### src/rtl/packet_sink_if.sv
// Bundles the stream input, capture read port and result outputs of packet_sink.
// Latency: none; this is wiring only.
// Backpressure: none; the stream has no ready, the sink consumes every strobed word.
interface packet_sink_if #(
    parameter int DATA_WIDTH = 32,
    parameter int CAP_AW     = 6,
    parameter int CNT_WIDTH  = 16
);
    logic [DATA_WIDTH-1:0] data;
    logic                  strobe;
    logic                  last;
    logic                  arm;
    logic [CAP_AW-1:0]     rd_addr;
    logic [DATA_WIDTH-1:0] rd_data;
    logic                  busy;
    logic                  pkt_done;
    logic [CNT_WIDTH-1:0]  pkt_len;
    logic [DATA_WIDTH-1:0] pkt_sum;
    logic [CNT_WIDTH-1:0]  pkt_count;
    logic [CNT_WIDTH-1:0]  drop_count;
    logic                  cap_full;
    logic                  len_err;

    // Stream source / debug reader side
    modport master (
        output data, strobe, last, arm, rd_addr,
        input  rd_data, busy, pkt_done, pkt_len, pkt_sum,
        input  pkt_count, drop_count, cap_full, len_err
    );

    // Sink side
    modport slave (
        input  data, strobe, last, arm, rd_addr,
        output rd_data, busy, pkt_done, pkt_len, pkt_sum,
        output pkt_count, drop_count, cap_full, len_err
    );
endinterface

### src/rtl/packet_sink.sv
// Test-harness stream sink: captures packet head into RAM, reports length/checksum/error flags.
// Latency: pkt_done/pkt_len/pkt_sum one cycle after the last beat; rd_data one cycle after rd_addr.
// Backpressure: none; every strobed word is consumed, words outside a packet are dropped and counted.
module packet_sink #(
    parameter int DATA_WIDTH = 32,
    parameter int CAP_AW     = 6,
    parameter int MAX_WORDS  = 64,
    parameter int CNT_WIDTH  = 16,
    parameter int ONESHOT    = 1
) (
    input  logic         clk,
    input  logic         rst,
    packet_sink_if.slave sink
);
    localparam int                   DEPTH     = 1 << CAP_AW;
    localparam logic [CNT_WIDTH-1:0] CAP_DEPTH = CNT_WIDTH'(DEPTH);
    localparam logic [CNT_WIDTH-1:0] MAX_LEN   = CNT_WIDTH'(MAX_WORDS);

    typedef enum logic [1:0] {S_IDLE, S_ARMED, S_IN_PKT, S_DONE} state_t;

    state_t                state_q, state_d;
    logic [CNT_WIDTH-1:0]  cnt_q, cnt_d;
    logic [DATA_WIDTH-1:0] sum_q, sum_d;
    logic [CNT_WIDTH-1:0]  cnt_inc;
    logic [DATA_WIDTH-1:0] sum_inc;
    logic                  collecting, take, pkt_end, drop, start, wr_en;

    logic [DATA_WIDTH-1:0] mem [DEPTH];
    logic [DATA_WIDTH-1:0] rd_data_q;
    logic                  pkt_done_q, cap_full_q, len_err_q;
    logic [CNT_WIDTH-1:0]  pkt_len_q, pkt_count_q, drop_count_q;
    logic [DATA_WIDTH-1:0] pkt_sum_q;

    // State register
    always_ff @(posedge clk or negedge rst) begin
        if (!rst) state_q <= S_IDLE;
        else      state_q <= state_d;
    end

    // Next-state logic; a last beat ends in DONE or re-arms depending on ONESHOT
    always_comb begin
        state_d = state_q;
        case (state_q)
            S_IDLE, S_DONE: if (sink.arm) state_d = S_ARMED;
            S_ARMED, S_IN_PKT: begin
                if (sink.strobe) begin
                    if (sink.last) state_d = (ONESHOT != 0) ? S_DONE : S_ARMED;
                    else           state_d = S_IN_PKT;
                end
            end
            default: state_d = S_IDLE;
        endcase
    end

    // Beat qualification, write enable and running count/sum next values
    always_comb begin
        collecting = (state_q == S_ARMED) || (state_q == S_IN_PKT);
        take       = collecting && sink.strobe;
        pkt_end    = take && sink.last;
        drop       = !collecting && sink.strobe;
        start      = !collecting && sink.arm;
        wr_en      = take && (cnt_q < CAP_DEPTH);
        cnt_inc    = (cnt_q == '1) ? cnt_q : cnt_q + 1'b1;
        sum_inc    = sum_q + sink.data;
        cnt_d      = cnt_q;
        sum_d      = sum_q;
        if (start || pkt_end) begin
            cnt_d = '0;
            sum_d = '0;
        end else if (take) begin
            cnt_d = cnt_inc;
            sum_d = sum_inc;
        end
    end

    // Running accumulators and per-packet results
    always_ff @(posedge clk or negedge rst) begin
        if (!rst) begin
            cnt_q        <= '0;
            sum_q        <= '0;
            pkt_done_q   <= 1'b0;
            pkt_len_q    <= '0;
            pkt_sum_q    <= '0;
            pkt_count_q  <= '0;
            drop_count_q <= '0;
            cap_full_q   <= 1'b0;
            len_err_q    <= 1'b0;
            rd_data_q    <= '0;
        end else begin
            cnt_q      <= cnt_d;
            sum_q      <= sum_d;
            pkt_done_q <= pkt_end;
            rd_data_q  <= mem[sink.rd_addr];
            if (pkt_end) begin
                pkt_len_q   <= cnt_inc;
                pkt_sum_q   <= sum_inc;
                pkt_count_q <= pkt_count_q + 1'b1;
                if (cnt_inc > MAX_LEN) len_err_q <= 1'b1;
            end
            if (take && !wr_en) cap_full_q <= 1'b1;
            if (drop && (drop_count_q != '1)) drop_count_q <= drop_count_q + 1'b1;
        end
    end

    // Capture RAM write port; contents deliberately survive reset
    always_ff @(posedge clk) begin
        if (wr_en) mem[cnt_q[CAP_AW-1:0]] <= sink.data;
    end

    assign sink.busy       = collecting;
    assign sink.rd_data    = rd_data_q;
    assign sink.pkt_done   = pkt_done_q;
    assign sink.pkt_len    = pkt_len_q;
    assign sink.pkt_sum    = pkt_sum_q;
    assign sink.pkt_count  = pkt_count_q;
    assign sink.drop_count = drop_count_q;
    assign sink.cap_full   = cap_full_q;
    assign sink.len_err    = len_err_q;
endmodule
### src/flat_wrapper.sv
// flat-port wrapper written by rule: the top's interface ports become plain ports
module packet_sink_flat 
#(
    parameter int DATA_WIDTH = 32,
    parameter int CAP_AW     = 6,
    parameter int MAX_WORDS  = 64,
    parameter int CNT_WIDTH  = 16,
    parameter int ONESHOT    = 1
)
  (clk, rst, sink_data, sink_strobe, sink_last, sink_arm, sink_rd_addr, sink_rd_data, sink_busy, sink_pkt_done, sink_pkt_len, sink_pkt_sum, sink_pkt_count, sink_drop_count, sink_cap_full, sink_len_err);
  packet_sink_if #(.DATA_WIDTH(DATA_WIDTH), .CAP_AW(CAP_AW), .CNT_WIDTH(CNT_WIDTH)) sink_i ();
  input  logic clk;
  input  logic rst;
  input wire logic [$bits(sink_i.data)-1:0] sink_data;
  input wire logic [$bits(sink_i.strobe)-1:0] sink_strobe;
  input wire logic [$bits(sink_i.last)-1:0] sink_last;
  input wire logic [$bits(sink_i.arm)-1:0] sink_arm;
  input wire logic [$bits(sink_i.rd_addr)-1:0] sink_rd_addr;
  output wire logic [$bits(sink_i.rd_data)-1:0] sink_rd_data;
  output wire logic [$bits(sink_i.busy)-1:0] sink_busy;
  output wire logic [$bits(sink_i.pkt_done)-1:0] sink_pkt_done;
  output wire logic [$bits(sink_i.pkt_len)-1:0] sink_pkt_len;
  output wire logic [$bits(sink_i.pkt_sum)-1:0] sink_pkt_sum;
  output wire logic [$bits(sink_i.pkt_count)-1:0] sink_pkt_count;
  output wire logic [$bits(sink_i.drop_count)-1:0] sink_drop_count;
  output wire logic [$bits(sink_i.cap_full)-1:0] sink_cap_full;
  output wire logic [$bits(sink_i.len_err)-1:0] sink_len_err;
  assign sink_i.data = sink_data;
  assign sink_i.strobe = sink_strobe;
  assign sink_i.last = sink_last;
  assign sink_i.arm = sink_arm;
  assign sink_i.rd_addr = sink_rd_addr;
  assign sink_rd_data = sink_i.rd_data;
  assign sink_busy = sink_i.busy;
  assign sink_pkt_done = sink_i.pkt_done;
  assign sink_pkt_len = sink_i.pkt_len;
  assign sink_pkt_sum = sink_i.pkt_sum;
  assign sink_pkt_count = sink_i.pkt_count;
  assign sink_drop_count = sink_i.drop_count;
  assign sink_cap_full = sink_i.cap_full;
  assign sink_len_err = sink_i.len_err;
  packet_sink #(.DATA_WIDTH(DATA_WIDTH), .CAP_AW(CAP_AW), .MAX_WORDS(MAX_WORDS), .CNT_WIDTH(CNT_WIDTH), .ONESHOT(ONESHOT)) u_core (.clk(clk), .rst(rst), .sink(sink_i));
endmodule
### config.mk
export PLATFORM = sky130hd
export DESIGN_NAME = packet_sink_flat
export DESIGN_NICKNAME = d
export VERILOG_FILES = /design/src/rtl/packet_sink_if.sv /design/src/rtl/packet_sink.sv /design/src/flat_wrapper.sv
export SDC_FILE = /design/constraint.sdc
export NUM_CORES = 2
export LEC_CHECK = 0
export BUFFER_PORTS_ARGS = -buffer_cell sky130_fd_sc_hd__buf_2
export CAP_MARGIN = 20
export CORE_MARGIN = 8
export CORE_UTILIZATION = 56
export DETAILED_ROUTE_END_ITERATION = 8
export HOLD_SLACK_MARGIN = 0.06
export PLACE_DENSITY_LB_ADDON = 0.1
export SLEW_MARGIN = 30
export SYNTH_ARGS = -nofsm -noshare
export SYNTH_HDL_FRONTEND = slang
export SYNTH_SLANG_ARGS = --single-unit
export TNS_END_PERCENT = 20
### constraint.sdc
create_clock -name clk -period 3.1 [get_ports clk]
set_input_delay 0.155 -clock clk [delete_from_list [all_inputs] [get_ports clk]]
set_output_delay 0.155 -clock clk [all_outputs]
set_load 0.1 [all_outputs]
**Word-level counts from Yosys, hierarchy flattened**

Memory sizes are Yosys's and may differ from the RTL's. A register that Yosys moved wholly into a read port is not among the register bits.
Index checks and enable logic that the tools add are counted.

- Register bits after elaboration: 133
- RAM bits: 2,048
- Input port bits: 43
- Output and inout bits: 116
- Logic and storage cells: 53
- Memories kept: 1

Memory list:

| name | words | width | rd ports | clocked after Yosys merged registers in | wr ports | line | text |
|---|---|---|---|---|---|---|---|
| u_core.mem | 64 | 32 | 1 | 1 | 1 | packet_sink.sv:28 | `logic [DATA_WIDTH-1:0] mem [DEPTH];` |

- Add/sub/neg operators: 4
- Order comparisons: 2
- Equal/unequal tests: 7
- Muxes and demuxes: 11
- Reduce and logical (&&, ||, !) cells: 18

Operator list:

| operator | number |
|---|---|
| two-way mux 32 bit | 2 |
| adder 16 x 1 -> 16 bit (second input constant) | 3 |
| two-way mux 16 bit | 3 |
| adder 32 bit | 1 |
| equality test 16 bit (second input constant) | 1 |
| > comparator 16 x 7 -> 1 bit (second input constant) | 1 |
| less-than comparator 16 x 7 -> 1 bit (second input constant) | 1 |
| != test 16 bit (second input constant) | 1 |
| logical AND 1 bit | 7 |
| equality test 2 bit (second input constant) | 2 |
| two-way mux 2 bit | 2 |
| != test 2 bit (second input constant) | 2 |
| one-hot mux 2 bit (2 select lines) | 1 |
| AND reduction 2 bit | 2 |
| OR reduction 2 bit | 2 |
| zero test 1 bit | 3 |
| two-way mux 1 bit | 3 |
| equality test 2 x 1 -> 1 bit (second input constant) | 1 |
| zero test 2 bit | 1 |
| logical OR 1 bit | 2 |
| nonzero test 2 bit | 1 |

**Depth between registers and ports, before layout**

- Word-level depth: 6
- Mapped depth: 10
- Mapped depth without buffers: 10

**Worst setup path after synthesis**

OpenSTA, ideal clock, no wires.

- Kind: reg-to-reg
- Start: reg u_core.state_q[0]
- End: mem u_core.mem[63][0] (enable)
- Setup time: 0.421 ns
- Data arrival time: 3.396 ns
- Data required time: 2.679 ns
- Setup slack: -0.717 ns
- Stages on the path, launching flop included: 7
- Buffers on the path: 0
- Clock period less this slack: 3.817 ns
- Path through: dfrtp_1 xnor2_1 inv_1 nand2_1 nor3_1 nand3_1 nor2_1

- Word-level cells in the longest chain between the ends: 6
- Elaborated cells on any way between the ends: 7
- Classes of those cells: eq/ne: 2; mux: 2; reduce/logical: 3

RTL lines:

| item | line | text |
|---|---|---|
| start, declared | packet_sink.sv:21 | `state_t state_q, state_d;` |
| start signal, assigned | packet_sink.sv:37 | `else state_q <= state_d;` |
| equality test 2 x 1 -> 1 bit or equality test 2 bit (tied branches) | packet_sink.sv:57 | `collecting = (state_q == S_ARMED) \|\| (state_q == S_IN_PKT);` |
| logical OR 1 bit * | packet_sink.sv:57 |  |
| via sink_busy | flat_wrapper.sv:20 | `output wire logic [$bits(sink_i.busy)-1:0] sink_busy;` |
| logical AND 1 bit * | packet_sink.sv:58 | `take = collecting && sink.strobe;` |
| logical AND 1 bit * | packet_sink.sv:62 | `wr_en = take && (cnt_q < CAP_DEPTH);` |
| two-way mux 1 bit * | packet_sink.sv:107 | `if (wr_en) mem[cnt_q[CAP_AW-1:0]] <= sink.data;` |
| two-way mux 1 bit (implied by the code) * | packet_sink.sv:107 |  |
| end, declared | packet_sink.sv:28 |  |

Mark *: on every way through the listed nets, which the timed path passes. The rest lies on a longest branch.

**Worst setup path after layout**

- Start: reg u_core.state_q[0]
- End: mem u_core.mem[24][0] (enable)

- Word-level cells in the longest chain between the ends: 6
- Elaborated cells on any way between the ends: 7
- Classes of those cells: eq/ne: 2; mux: 2; reduce/logical: 3

RTL lines:

| item | line |
|---|---|
| equality test 2 x 1 -> 1 bit or equality test 2 bit (tied branches) | packet_sink.sv:57 |
| logical OR 1 bit * | packet_sink.sv:57 |
| logical AND 1 bit * | packet_sink.sv:58 |
| logical AND 1 bit * | packet_sink.sv:62 |
| two-way mux 1 bit * | packet_sink.sv:107 |
| two-way mux 1 bit (implied by the code) * | packet_sink.sv:107 |

Every way passes the cells marked *; elsewhere a longest branch is shown, timed or not.

==> flow_metrics.tcl <==
set metrics [dict create \
    status "finished, final reports clean" \
    nFillCells 9952 \
    clk_pin_slew_ns 0.06 \
    crit_slowest_cell "nor2_4" \
    maxSlewHeadroom_pct 41.11 \
    post-route-period-util_pct 96.22 \
    synth_most_common_cell "edfxtp_1" \
    p_sw_share_pct 26.19 \
    tns_ns 0 \
    vdd_drop_max_uv 1444 \
    syn_to_final_growth_pct 15.54 \
    dp_hpwl_um 130900 \
    vias 41180 \
    grt_setup_unrepaired "false" \
    drive_gt1_share_pct 32.75 \
    synth.avg_cell_area_sq_um 22.73 \
    power.switching_mw 18.09 \
    wirelength_um 215400 \
    viasPerCell 6.394 \
    ys_ff_latch 2213 \
    synth_seq_area_share_pct 76.52 \
    worst_pin_slew_ns 0.8813 \
    max_freq_mhz 335.2 \
    crit_chain "xnor2_1, clkinvlp_4, nand2_1, nor3_1, buf_4, nand2_1, buf_12, nor2_4, buf_4" \
    die_x_um 407.4 \
    grt_pass1_vias 42220 \
    hold_viol_final 0 \
    tritoncts "done" \
    yosys-top-cells-count "edfxtp_1 (2,048), mux4_2 (667), dfrtp_1 (165)" \
    grt_pass1_wl_um 308300 \
    async_flop_share_pct 7.456 \
    pwr-share-comb_pct 13.6 \
    core_sq_um 152100 \
    postSynthCellCount 3773 \
    regArea_sq_um 65630 \
    die_h_um 407.4 \
    fin_skew_ns 0.02460 \
    fin_crit_ns 2.983 \
    fin_cells 6440 \
    ios 159 \
    worstSetupPathType "register to register" \
    cts_setup_buffers 0 \
    yosys-top-cells-area "edfxtp_1 (72%), mux4_2 (18%), dfrtp_1 (4.8%)" \
    dp_cells 5999 \
    maxCapViolations 0 \
    first_pass_iters 7 \
    grt_use_total_pct 25.81 \
    grt-ovfl-total 0 \
    drcViolationCount 0 \
    clockBufferDepth 3 \
    endpoint_kind "register" \
    num_rows 143 \
    cp.required_ns 3.60 \
    power.leakage_nw 32.33 \
    antenna_found_initial 14 \
    dieArea_sq_um 165900 \
    multi_input_area_sq_um 19740 \
    root_buffer "clkbuf_16" \
    avgRoutedWirePerCell_um 33.45 \
    synth_flop_cell "edfxtp_1" \
    finalNetCount 4300 \
    ys_warn_count 0 \
    crit_fanout 13 \
    numCtsBuffers 215 \
    setup_viol_count_final 0 \
    p_seq_share_pct 49.1 \
    power.internal_mw 50.98 \
    gp_congestion 0.8391 \
    max_stage_delay_ns 0.69 \
    synth.distinct_cells 62 \
    synth_top_area_cell "edfxtp_1" \
    clock_power_share_pct 37.2 \
    yosysTopAreaCellShare_pct 71.70 \
    synth_edf_count 2048 \
    clock-sinks 2213 \
    drt_iter0_drc 5185 \
    slew_viol_final 0 \
    startpoint_type "register" \
    syn_area_sq_um 85770 \
    worst_hold_slack_ns 0.09175 \
    postRouteAntennaNets 0 \
    initial_core_util_pct 56.40 \
    clock_latency_ns 0.82 \
    cts-htree-levels 4 \
    hp-class "input pin to register" \
    fin_util_pct 65.16 \
    port_buffers 158 \
    power_density_nw_per_um2 696.9 \
    arrival_ns 3.48 \
    grt_max_degree 70 \
    syn-num-nets 3851 \
]
[through the flow]
stage / power (mW) / setup WS, ns / instance area, sq um
6_report: 69.07 / 0.1171 / 99100
5_1_grt: 71.16 / 0.002804 / 99100
4_1_cts: 69.51 / 0.05822 / 99080
3_5_place_dp: 43.95 / 0.05764 / 91780
3_3_place_gp: 43.89 / 0.1334 / 91780
2_1_floorplan: 40.88 / -0.01481 / 86010
[timing repair]
item,4_1_cts,5_1_grt
setup endpoints to repair,0,14
resized for setup,0,1
hold buffers,35,0
endpoints found under the hold margin,1096,0
[per-layer routing]
metal / track usage (%) / share of wire (%) / up-vias
li1: - / - / 16870
met1: 36.42 / 40 / 22190
met2: 40.44 / 48 / 1823
met3: 7.176 / 9.7 / 287
met4: 6.862 / 2.6 / 6
met5: 0 / 0.016 / -
[layout by cell type, fill, tap and decap left out, drive strengths merged, types with 5 or more instances in the layout]
cell type	Yosys	layout
ha	34	34
nand2	137	137
xnor2	47	47
mux4	667	667
mux2i	6	6
clkinv	0	88
dfrtp	165	165
a22o	27	27
xor2	21	21
nor2	109	110
o21ai	63	63
clkinvlp	0	8
clkbuf	100	283
nor2b	7	7
and3	19	19
o21bai	9	9
mux2	17	17
nand4	17	17
a31oi	6	6
nor3	6	6
a21oi	54	54
a21o	11	11
o21a	5	5
a211oi	8	8
buf	85	380
nand3	31	31
inv	21	24
or3	5	5
bufinv	0	21
dlygate4sd3	0	34
edfxtp	2048	2048
[critical path, delay by kind of cell, from the launching register on]
kind,cells,cell delay [ns]
xor+xnor,1,0.24
buf+inv,4,0.84
flops,1,0.41
simple gates,4,1.16
[path summary, 6_finish.rpt]
kind | start | end | slack (ns) | cells after the start
worst max register to register | u_core.state_q[0] | u_core.mem[24][0] | 0.12 | 9
min in group asynchronous | rst | u_core.sink.pkt_sum[8] | 0.56 | 4
worst min-delay path | sink_data[2] | u_core.mem[61][2] | 0.09 | 2
worst min register to register | u_core.sink.cap_full | u_core.sink.cap_full | 0.46 | 1
max in group asynchronous | rst | u_core.cnt_q[1] | 2.11 | 4
worst max-delay path | u_core.state_q[0] | u_core.mem[24][0] | 0.12 | 9
[sequential cells by signal, indices dropped and copies added (netlist names)]
register and flops:
u_core.sum_q 32, u_core.sink.len_err 1, u_core.sink.cap_full 1, u_core.sink.drop_count 16, u_core.mem 2048, u_core.sink.pkt_count 16, u_core.sink.rd_data 32, u_core.sink.pkt_done 1
u_core.cnt_q 16, u_core.sink.pkt_sum 32, u_core.state_q 2, u_core.sink.pkt_len 16
[layout make-up]
| cell class | instances | area share, % |
|---|---|---|
| Clock inverter | 120 | 1.174 |
| Inverter | 21 | 0.08333 |
| Tap cell | 2030 | 2.563 |
| Clock buffer | 281 | 5.824 |
| Multi-Input combinational cell | 1355 | 19.92 |
| Sequential cell | 2213 | 66.22 |
| Timing Repair Buffer | 416 | 4.199 |
| Antenna cell | 4 | 0.01010 |
[power groups by stage]
stage	logic, mW	clock network [mW]	registers, mW
2_1_floorplan	3.80	0	37.1
3_3_place_gp	9.37	0	34.5
3_5_place_dp	9.41	0	34.5
4_1_cts	9.50	26.1	33.9
5_1_grt	9.98	27.2	34.0
6_report	9.42	25.7	33.9
[cells by family after synthesis]
logic type	Yosys count	synth area share [%]
flops	2213	76.52
mux	690	17.81
simple gates	353	1.847
xor+xnor	69	0.7206
compound gates	207	1.533
buf+inv	206	1.056
fa+ha+maj	35	0.5193
(Power assumes the default switching activity.)
